$ cat config.mk
export PLATFORM = sky130hd
export DESIGN_NAME = jump_ctrl
export DESIGN_NICKNAME = d
export VERILOG_FILES = /design/src/rtl/jump_ctrl.sv
export SDC_FILE = /design/constraint.sdc
export NUM_CORES = 1
export LEC_CHECK = 0
export ABC_AREA = 1
export CORE_MARGIN = 1.5
export CORE_UTILIZATION = 44
export CTS_BUF_LIST = sky130_fd_sc_hd__clkbuf_2
export DETAILED_ROUTE_END_ITERATION = 8
export SLEW_MARGIN = 20
export SYNTH_ARGS = -nofsm -noshare
export SYNTH_HDL_FRONTEND = slang
export SYNTH_SLANG_ARGS = --single-unit
export TNS_END_PERCENT = 100
$ cat constraint.sdc
create_clock -name clk -period 3 [get_ports clk]
set_clock_uncertainty 0.1 [all_clocks]
set_input_delay 0.3 -clock clk [delete_from_list [all_inputs] [get_ports clk]]
set_output_delay 0.3 -clock clk [all_outputs]
set_load 0.01 [all_outputs]
$ cat src/rtl/jump_ctrl.sv
// Jump/gravity controller: turns the jump button into a per-tick height profile.
// Optional air jump enabled by defining JUMP_CTRL_DOUBLE_EN.
module jump_ctrl #(
  parameter int WIDTH      = 10,
  parameter int MAX_HEIGHT = 100,
  parameter int V0         = 16,
  parameter int GRAVITY    = 2,
  parameter int VMAX       = 16,
  parameter int CUT_VEL    = 4,
  parameter int COOLDOWN   = 4
) (
  input  logic             clk,
  input  logic             reset,
  input  logic             tick,
  input  logic             jump_btn,
  output logic [WIDTH-1:0] height,
  output logic             airborne,
  output logic             rising,
  output logic             landed
);

  localparam int CW = (COOLDOWN < 2) ? 1 : $clog2(COOLDOWN);
  localparam logic [WIDTH:0]   MAXH_X = (WIDTH+1)'(MAX_HEIGHT);
  localparam logic [WIDTH-1:0] MAXH_W = WIDTH'(MAX_HEIGHT);
  localparam logic [WIDTH-1:0] V0_W   = WIDTH'(V0);
  localparam logic [WIDTH-1:0] G_W    = WIDTH'(GRAVITY);
  localparam logic [WIDTH:0]   G_X    = (WIDTH+1)'(GRAVITY);
  localparam logic [WIDTH:0]   VMAX_X = (WIDTH+1)'(VMAX);
  localparam logic [WIDTH-1:0] VMAX_W = WIDTH'(VMAX);
  localparam logic [WIDTH-1:0] CUT_W  = WIDTH'(CUT_VEL);
  localparam logic [CW-1:0]    CD_END = CW'(COOLDOWN - 1);

  typedef enum logic [1:0] {IDLE, RISE, FALL, LAND} state_t;

  state_t           state, state_nx;
  logic [WIDTH-1:0] vel, vel_nx, height_nx;
  logic [CW-1:0]    cnt, cnt_nx;
  logic             btn_q, pending, press, go, land_nx;
  logic [WIDTH:0]   sum, vfall;

  // A press on the same clk as the tick counts toward that tick.
  assign press = jump_btn & ~btn_q;
  assign go    = pending | press;
  assign sum   = {1'b0, height} + {1'b0, vel};
  assign vfall = {1'b0, vel} + G_X;

`ifdef JUMP_CTRL_DOUBLE_EN
  logic used, used_nx;
`endif

  always_comb begin
    state_nx  = state;
    height_nx = height;
    vel_nx    = vel;
    cnt_nx    = cnt;
    land_nx   = 1'b0;
    if (tick) begin
      case (state)
        IDLE: if (go) begin
          state_nx = RISE;
          vel_nx   = V0_W;
        end
        RISE: begin
          if (sum >= MAXH_X) begin
            height_nx = MAXH_W;
            vel_nx    = '0;
            state_nx  = FALL;
          end else begin
            height_nx = sum[WIDTH-1:0];
            if (vel <= G_W) begin
              vel_nx   = '0;
              state_nx = FALL;
            end else begin
              vel_nx = vel - G_W;
            end
          end
          // Early release caps the remaining rise.
          if (!jump_btn && vel_nx > CUT_W) vel_nx = CUT_W;
        end
        FALL: begin
          if (height <= vel) begin
            height_nx = '0;
            vel_nx    = '0;
            cnt_nx    = '0;
            state_nx  = LAND;
            land_nx   = 1'b1;
          end else begin
            height_nx = height - vel;
            vel_nx    = (vfall > VMAX_X) ? VMAX_W : vfall[WIDTH-1:0];
          end
        end
        LAND: begin
          if (cnt == CD_END) begin
            cnt_nx   = '0;
            state_nx = IDLE;
          end else begin
            cnt_nx = cnt + 1'b1;
          end
        end
        default: state_nx = IDLE;
      endcase
    end
`ifdef JUMP_CTRL_DOUBLE_EN
    used_nx = used;
    if (tick && go && !used && (state == RISE || state == FALL)) begin
      state_nx  = RISE;
      vel_nx    = V0_W;
      height_nx = height;
      land_nx   = 1'b0;
      used_nx   = 1'b1;
    end
    if (land_nx) used_nx = 1'b0;
`endif
  end

  always_ff @(posedge clk or posedge reset) begin
    if (reset) begin
      state   <= IDLE;
      height  <= '0;
      vel     <= '0;
      cnt     <= '0;
      pending <= 1'b0;
      btn_q   <= 1'b0;
      landed  <= 1'b0;
    end else begin
      state   <= state_nx;
      height  <= height_nx;
      vel     <= vel_nx;
      cnt     <= cnt_nx;
      btn_q   <= jump_btn;
      landed  <= land_nx;
      // Every tick consumes or discards the pending press.
      if (tick)       pending <= 1'b0;
      else if (press) pending <= 1'b1;
    end
  end

`ifdef JUMP_CTRL_DOUBLE_EN
  always_ff @(posedge clk or posedge reset) begin
    if (reset) used <= 1'b0;
    else       used <= used_nx;
  end
`endif

  assign airborne = (state == RISE) || (state == FALL);
  assign rising   = (state == RISE);

endmodule

==> summary.md, run 1 <==
| Metric | Value |
|---|---|
| Flop pwr share | `17.1%` |
| Reg2reg path depth | `13` |
| Final HPWL DP | `5960 um` |
| CP Data Required Time | `3.20 ns` |
| Leak Pwr | `0.00170 uW` |
| CTS clock-pin slew for the worst setup and hold paths | `slightly above 0.3 ns` |
| Sw power | `2150 uW` |
| CTS Buffer Depth | `2` |
| Critical path arrival | `2.87 ns` |
| Via count | `2,761` |
| Vias per cell | `just over 5` |
| Final setup viols | `0` |
| Number of synthesized register bits | `27` |
| MaxCap Viol Count | `0` |
| PD cells | `1200 nW/um2` |
| Avg WL per Cell | `14.1 um` |
| Post-synthesis compound-gate area fraction | `8.35%` |
| Antenna Violating Nets Remaining | `0` |
| CP Max Fanout | `9` |
| Syn_area_per_cell | `around 6.4 um2` |
| RSZ-0062 raised after global routing | `false` |
| Combinational family with the most area after synthesis | `simple AND/OR/NAND/NOR gates` |
| Post-synthesis sequential area ratio | `23.7%` |
| WL final | `about 7600 um` |
| Post-CTS Hold Fix Bufs | `0` |
| Tot Pwr | `~3700 uW` |
| Clock Tree Root | `clkbuf_2` |
| Clock power share | `around 4.3%` |
| Reg2reg end | `height[5]` |
| Global-route wire length before repair | `12,600 um` |
| Post-synthesis cell count | `around 440` |
| Combinational share of power | `78.6%` |
| Most used DFF post-synth | `dfrtp_1` |
| Hold Vio Cnt, Final | `0` |
| Initial antenna violation count | `0` |
| Die W | `83.4 um` |
| # Post-CTS Setup Buffers | `0` |
| Yosys cell types | `35` |
| Drt pass-1 iters | `4` |
| Fmax | `~380 MHz` |
| Worst VDD drop | `0.633 mV` |
| Tmin final | `2.67 ns` |
| Vias in the first global route | `2,724` |
| CP endpoint kind | `flip-flop` |
| CTS Buf Count | `3` |
| GRT Total Usage | `between 20% and 30%` |
| Setup crit start kind | `flip-flop` |
| Hold Path Class | `in2async` |
| Die Y-Extent | `83.4 um` |
| Status | `complete, no violations` |
| H-tree levels | `1` |
| Post-layout net count | `slightly below 500` |
| Post-synth EDFFs | `0` |
| Layout cell share with drive strength beyond 1 | `8.50%` |
| Rel. slew slack | `67.0%` |
| Cell internal pwr | `about 1600 uW` |
| Syn nets | `about 480` |
| Row Count | `29` |
| Core footprint | `between 6000 and 7000 um2` |
| Worst-Margin Slew | `0.494 ns` |
| Final period utilization | `slightly below 90%` |
| Number of inserted diodes | `0` |
| Area grow syn2layout | `8.84%` |
| Final RePlAce weighted congestion | `~0.93` |
| Cts repair resizes | `0` |
| Post-synthesis adder-cell area fraction | `13.7%` |
| Reg2reg start | `vel[2]` |
| Ys async rst share | `100%` |
| Kind of critical path | `reg2reg` |
| DRT iter0 DRCs | `139` |
| Clk_lat worst skew | `just over 0.4 ns` |
| R2R setup slack | `roughly 0.33 ns` |
| Synth Cell Area | `2850 um2` |
| Initial core utilization | `a little under half` |
| Gr ovfl total | `0` |
| IO Pins | `17` |
| Sw Share | `57.9%` |
| CTS tree | `done` |
| Post-Synth Simple-Gate Area | `42.6%` |
| Xor and xnor area share after synthesis | `1.54%` |
| Port bufs | `16` |
| Fillers | `695` |
| Die area | `6960 um2` |
| Ys Warns | `0` |
| Final TNS setup | `0 ns` |
| Largest net degree at the start of global routing | `28` |
| Multiplexer share of the synthesized area | `0%` |
| DR DRC count | `0` |
| TritonCTS Sinks | `27` |
| Slew Limit Fails | `0` |
-- per-layer routing --
layer | vias to the layer above | track usage [%] | part of all wire, %
li1 | 1444 | - | -
met1 | 1253 | 29.0 | 47
met2 | 52 | 38.9 | 48
met3 | 12 | 1.49 | 2.7
met4 | 0 | 9.24 | 2.0
met5 | - | 0 | 0
-- registers in the layout (all words and copies together) (netlist names) --
name,count
pending,1
landed,1
cnt,2
vel,10
btn_q,1
state,2
height,10
-- layout by cell type (no fill, tap or decap), drive strengths merged --
| cell type | Yosys | routed |
|---|---|---|
| xor2 | 5 | 5 |
| inv | 60 | 60 |
| nand2 | 156 | 156 |
| o21ai | 18 | 18 |
| nand4 | 9 | 9 |
| clkbuf | 2 | 4 |
| a31oi | 2 | 2 |
| dfrtp | 27 | 27 |
| buf | 7 | 4 |
| o21bai | 1 | 1 |
| clkdlybuf4s50 | 0 | 16 |
| and3 | 1 | 1 |
| nor2 | 41 | 41 |
| a21boi | 1 | 1 |
| a21oi | 16 | 16 |
| nand3 | 53 | 53 |
| or2 | 6 | 6 |
| fa | 2 | 2 |
| a22oi | 1 | 1 |
| ha | 28 | 28 |
| nor3 | 6 | 6 |
| o31ai | 1 | 1 |
| o21a | 1 | 1 |
-- synth_stat cells, drive strengths merged (2+ instances only) --
library cell	count	area, um2
a31oi	2	18.8
inv	60	228
dfrtp	27	676
nand3	53	283
clkbuf	2	7.51
a21oi	16	91.3
xor2	5	43.8
nor2	41	185
buf	7	50.1
nand4	9	56.3
o21ai	18	90.1
nand2	156	616
ha	28	350
or2	6	37.5
fa	2	40.0
nor3	6	30.0
-- critical path: stages, from the launching register on --
cell and delay [ns]:
dfrtp_2 0.53, inv_1 0.11, ha_1 0.46, nand2_1 0.16
nand3_1 0.16, nand2_1 0.08, nand2_1 0.06, nand2_1 0.07
nand3_1 0.13, nand2_2 0.11, o21ai_1 0.31, nand3_1 0.13
nand2_1 0.09, nand2_1 0.05
-- power groups by stage --
| stage | sequential (uW) | combinational [uW] | clock [uW] |
|---|---|---|---|
| after detailed placement | 643 | 2890 | 0 |
| final | 635 | 2910 | 159 |
| after CTS | 634 | 2910 | 165 |
| after global routing | 657 | 3290 | 185 |
| after global placement | 638 | 2880 | 0 |
| after floorplan | 632 | 2180 | 0 |
-- worst max path at each step --
stage | start | to | slack, ns
after CTS | vel[5] | height[5] | 0.24
final | vel[2] | height[5] | 0.33
after global routing | vel[2] | vel[8] | 0.07
after detailed placement | vel[5] | height[5] | 0.28
after global placement | vel[5] | height[2] | 0.27
after floorplan | vel[1] | vel[3] | 0.65
-- final cells by class --
| class | instances | area, um2 | area share (%) |
|---|---|---|---|
| clock buffers | 4 | 20.0 | 0.646 |
| inverters | 60 | 228 | 7.35 |
| multi-input cells | 348 | 1890 | 60.9 |
| flip-flops and latches | 27 | 678 | 21.9 |
| well taps | 77 | 96.3 | 3.11 |
| repair buffers | 20 | 190 | 6.14 |
-- metrics by stage --
step	std cells	setup slack [ns]	hold slack (ns)	area [um2]	utilization (%)
floorplan	444	0.649	0.231	2850	-
global placement	532	0.271	0.362	3080	48.7
detailed placement	532	0.275	0.381	3080	48.7
CTS	536	0.244	0.120	3100	49.0
global route	536	0.0697	0.102	3100	49.1
finish	536	0.334	0.0995	3100	49.1
-- kinds of logic (layout without fill, tap and decap cells) --
family | after synthesis | after routing
AOI/OAI and AO/OA | 41 | 41
xor gates and xnor gates | 5 | 5
adders and majority gates | 30 | 30
buffers and inverters | 69 | 84
DFF | 27 | 27
and+or+nand+nor | 272 | 272
No activity file was read; power rests on OpenSTA's default activity.
==> run 2: changes to the inputs <==
Settings changed: CORE_UTILIZATION 44 to 55, CTS_CLUSTER_DIAMETER set to 40, HOLD_SLACK_MARGIN set to 0.06, PLACE_DENSITY set to 0.75.
==> run 2 against run 1 <==
Compared with the run above: cell count down 1.3%; combinational power about the same; core utilization up 12 points; via count up 3.0%; global-route usage up 5.7 points; non-clock buffer count unchanged; clock-buffer cell count unchanged; clock power about the same; sequential share of layout area about the same; first-iteration DRC count up 47%; register-to-register slack worse by 0.15 ns; power down 0.28%; critical endpoint is now height[2].
==> summary.md, run 2 (synthesis results as in run 1) <==
| Metric | Value |
|---|---|
| CP cell instances | `inv_1 -> ha_1 -> inv_2 -> nand2_2 -> nor2_1 -> nand3_1 -> nand3_1 -> nand2_1 -> nor2_4 -> nand2_4 -> o21ai_1 -> nand3_1 -> nand2_1 -> nand2_1` |
| Cell internal pwr | `1560 uW (about the same)` |
| Avg WL per Cell | `13.8 um (-1.8%)` |
| Critical path arrival | `3.04 ns (+0.17 ns)` |
| CP Data Required Time | `3.22 ns (+0.02 ns)` |
| Clock power share | `4.3% (about the same)` |
| Gr ovfl total | `0 (unchanged)` |
| Fillers | `494 (-29%)` |
| Worst path depth | `14 (+1)` |
| Vias per cell | `5.37 (+4.3%)` |
| Post-layout net count | `494 (unchanged)` |
| Top Registers | `height x10, vel x10` |
| Hold Vio Cnt, Final | `0 (unchanged)` |
| R2R setup slack | `0.18 ns (-0.15 ns)` |
| Post-CTS Hold Fix Bufs | `0 (unchanged)` |
| Placed instance area | `3070 um2 (-0.28%)` |
| Sw power | `2140 uW (-0.44%)` |
| Reg2reg end | `height[2]` |
| Area grow syn2layout | `8.44%` |
| Hold Path Class | `in2async` |
| Reg2reg start | `vel[5]` |
| Reg2reg path depth | `14 (+1)` |
| Port bufs | `16 (unchanged)` |
| Die area | `5620 um2 (-19%)` |
| DR DRC count | `0 (unchanged)` |
| Leak Pwr | `0.00170 uW (+0.18%)` |
| Critical path's largest stage delay | `0.61 ns (+0.08 ns)` |
| Area occupied by multi-input gates | `1890 um2 (unchanged)` |
| CP Max Fanout | `8 (-1)` |
| Sw Share | `57.8% (-0.094 points)` |
| Crit-path slowest cell | `dfrtp_1` |
| Final period utilization | `93.9% (+5.1 points)` |
| TritonCTS Sinks | `27 (unchanged)` |
| CTS tree | `done` |
| Final core occ | `61.2% (+12 points)` |
| Critical path startpoint | `vel[5]` |
| Worst VDD drop | `0.640 mV (+1.2%)` |
| Final TNS setup | `0 ns (unchanged)` |
| DRT iter0 DRCs | `204 (+47%)` |
| Most frequent cells in the layout | `nand2_1 (146), inv_1 (54), nand3_1 (51)` |
| GRT Total Usage | `28.1% (+5.7 points)` |
| Row Count | `26 (-10%)` |
| MaxCap Viol Count | `0 (unchanged)` |
| Antenna Violating Nets Remaining | `0 (unchanged)` |
| Final HPWL DP | `5730 um (-3.9%)` |
| Reg area | `676 um2 (-0.37%)` |
| CTS Buf Count | `3 (unchanged)` |
| Delay-heaviest family, CP | `simple AND/OR/NAND/NOR gates` |
| Tmin final | `2.82 ns (+0.152 ns)` |
| # Post-CTS Setup Buffers | `0 (unchanged)` |
| Drt pass-1 iters | `5 (+1)` |
| Status | `complete, no violations` |
| CP endpoint kind | `flip-flop` |
| WL final | `7320 um (-3.1%)` |
| Initial core utilization | `56.5% (+11 points)` |
| PD cells | `1200 nW/um2 (about the same)` |
| Core footprint | `5040 um2 (-20%)` |
| Combinational share of power | `78.4% (-0.2 points)` |
| Final RePlAce weighted congestion | `0.929 (-0.58%)` |
| IO Pins | `17 (unchanged)` |
| Most common cell after layout, fill and taps aside | `nand2_1` |
| H-tree levels | `1 (unchanged)` |
| Number of inserted diodes | `0 (unchanged)` |
| Via count | `2,843 (+3.0%)` |
| Flop pwr share | `17.3% (+0.2 points)` |
| Worst-Margin Slew | `0.484 ns (-0.00999 ns)` |
| Layout cell share with drive strength beyond 1 | `8.06% (-0.44 points)` |
| Rel. slew slack | `67.7% (+0.67 points)` |
| Global-route wire length before repair | `11,900 um (-5.6%)` |
| Largest net degree at the start of global routing | `28 (unchanged)` |
| Fmax | `355 MHz (-5.4%)` |
| CTS clock-pin slew for the worst setup and hold paths | `0.29 ns (-0.02 ns)` |
| Setup crit start kind | `flip-flop` |
| Initial antenna violation count | `0 (unchanged)` |
| Final setup viols | `0 (unchanged)` |
| Slew Limit Fails | `0 (unchanged)` |
| Die W | `74.9 um (-10%)` |
| Cts repair resizes | `0 (unchanged)` |
| CTS Buffer Depth | `2 (unchanged)` |
| Design area | `3090 um2 (-0.36%)` |
| Capture point of the critical path | `height[2]` |
| Vias in the first global route | `2,604 (-4.4%)` |
| Buf+Inv Stages, Crit Path | `2 (+1)` |
| Kind of critical path | `reg2reg` |
| Die Y-Extent | `74.9 um (-10%)` |
| Clock Tree Root | `clkbuf_2` |
| RSZ-0062 raised after global routing | `false` |
| Clk_lat worst skew | `0.40 ns (about the same)` |
-- run 2: cell types whose count changed in the layout (fill, tap and decap cells not counted) --
cell	change
dfrtp_1	+2
dfrtp_2	-2
-- run 2: final cells by class --
class,instances,share of cell area (%)
Clock buffer,4,0.649
Inverter,60,7.38
Multi-Input combinational cell,348,61.1
Sequential cell,27,21.9
Tap cell,70,2.84
Timing Repair Buffer,20,6.16
-- run 2: layer usage --
layer  vias to the layer above  track usage (%)  wire (um)
met1                      1312             38.0       3420
met2                        67             47.0       3490
met3                        17             2.14        237
met5                         -                0          0
li1                       1447                -          -
met4                         0             10.5        167
-- run 2: metrics by stage --
step	cells	setup WS [ns]	hold slack, ns	power [uW]
finish	529	0.183	0.100	3700
global route	529	0.0239	0.119	4100
CTS	529	0.242	0.115	3670
detailed placement	525	0.293	0.372	3500
global placement	525	0.320	0.359	3470
floorplan	444	0.649	0.231	2810
-- run 2: worst register-to-register path, cell delays in order (launching register included) --
cell and delay (ns):
dfrtp_1 0.61, inv_1 0.19, ha_1 0.43, inv_2 0.16, nand2_2 0.09, nor2_1 0.10
nand3_1 0.12, nand3_1 0.11, nand2_1 0.08, nor2_4 0.12, nand2_4 0.08, o21ai_1 0.30
nand3_1 0.12, nand2_1 0.08, nand2_1 0.05
-- run 2: worst min-delay path by stage --
stage	start	end
after detailed placement	pending	pending
after CTS	reset	height[4]
after global routing	reset	height[5]
final	reset	height[5]
after floorplan	jump_btn	btn_q
after global placement	cnt[1]	cnt[1]
-- run 2: power groups by stage --
stage / clock network, uW / registers (uW) / logic [uW]
after floorplan: 0 / 632 / 2180
after global placement: 0 / 641 / 2830
after detailed placement: 0 / 647 / 2860
after CTS: 163 / 639 / 2870
after global routing: 182 / 661 / 3260
final: 159 / 641 / 2900
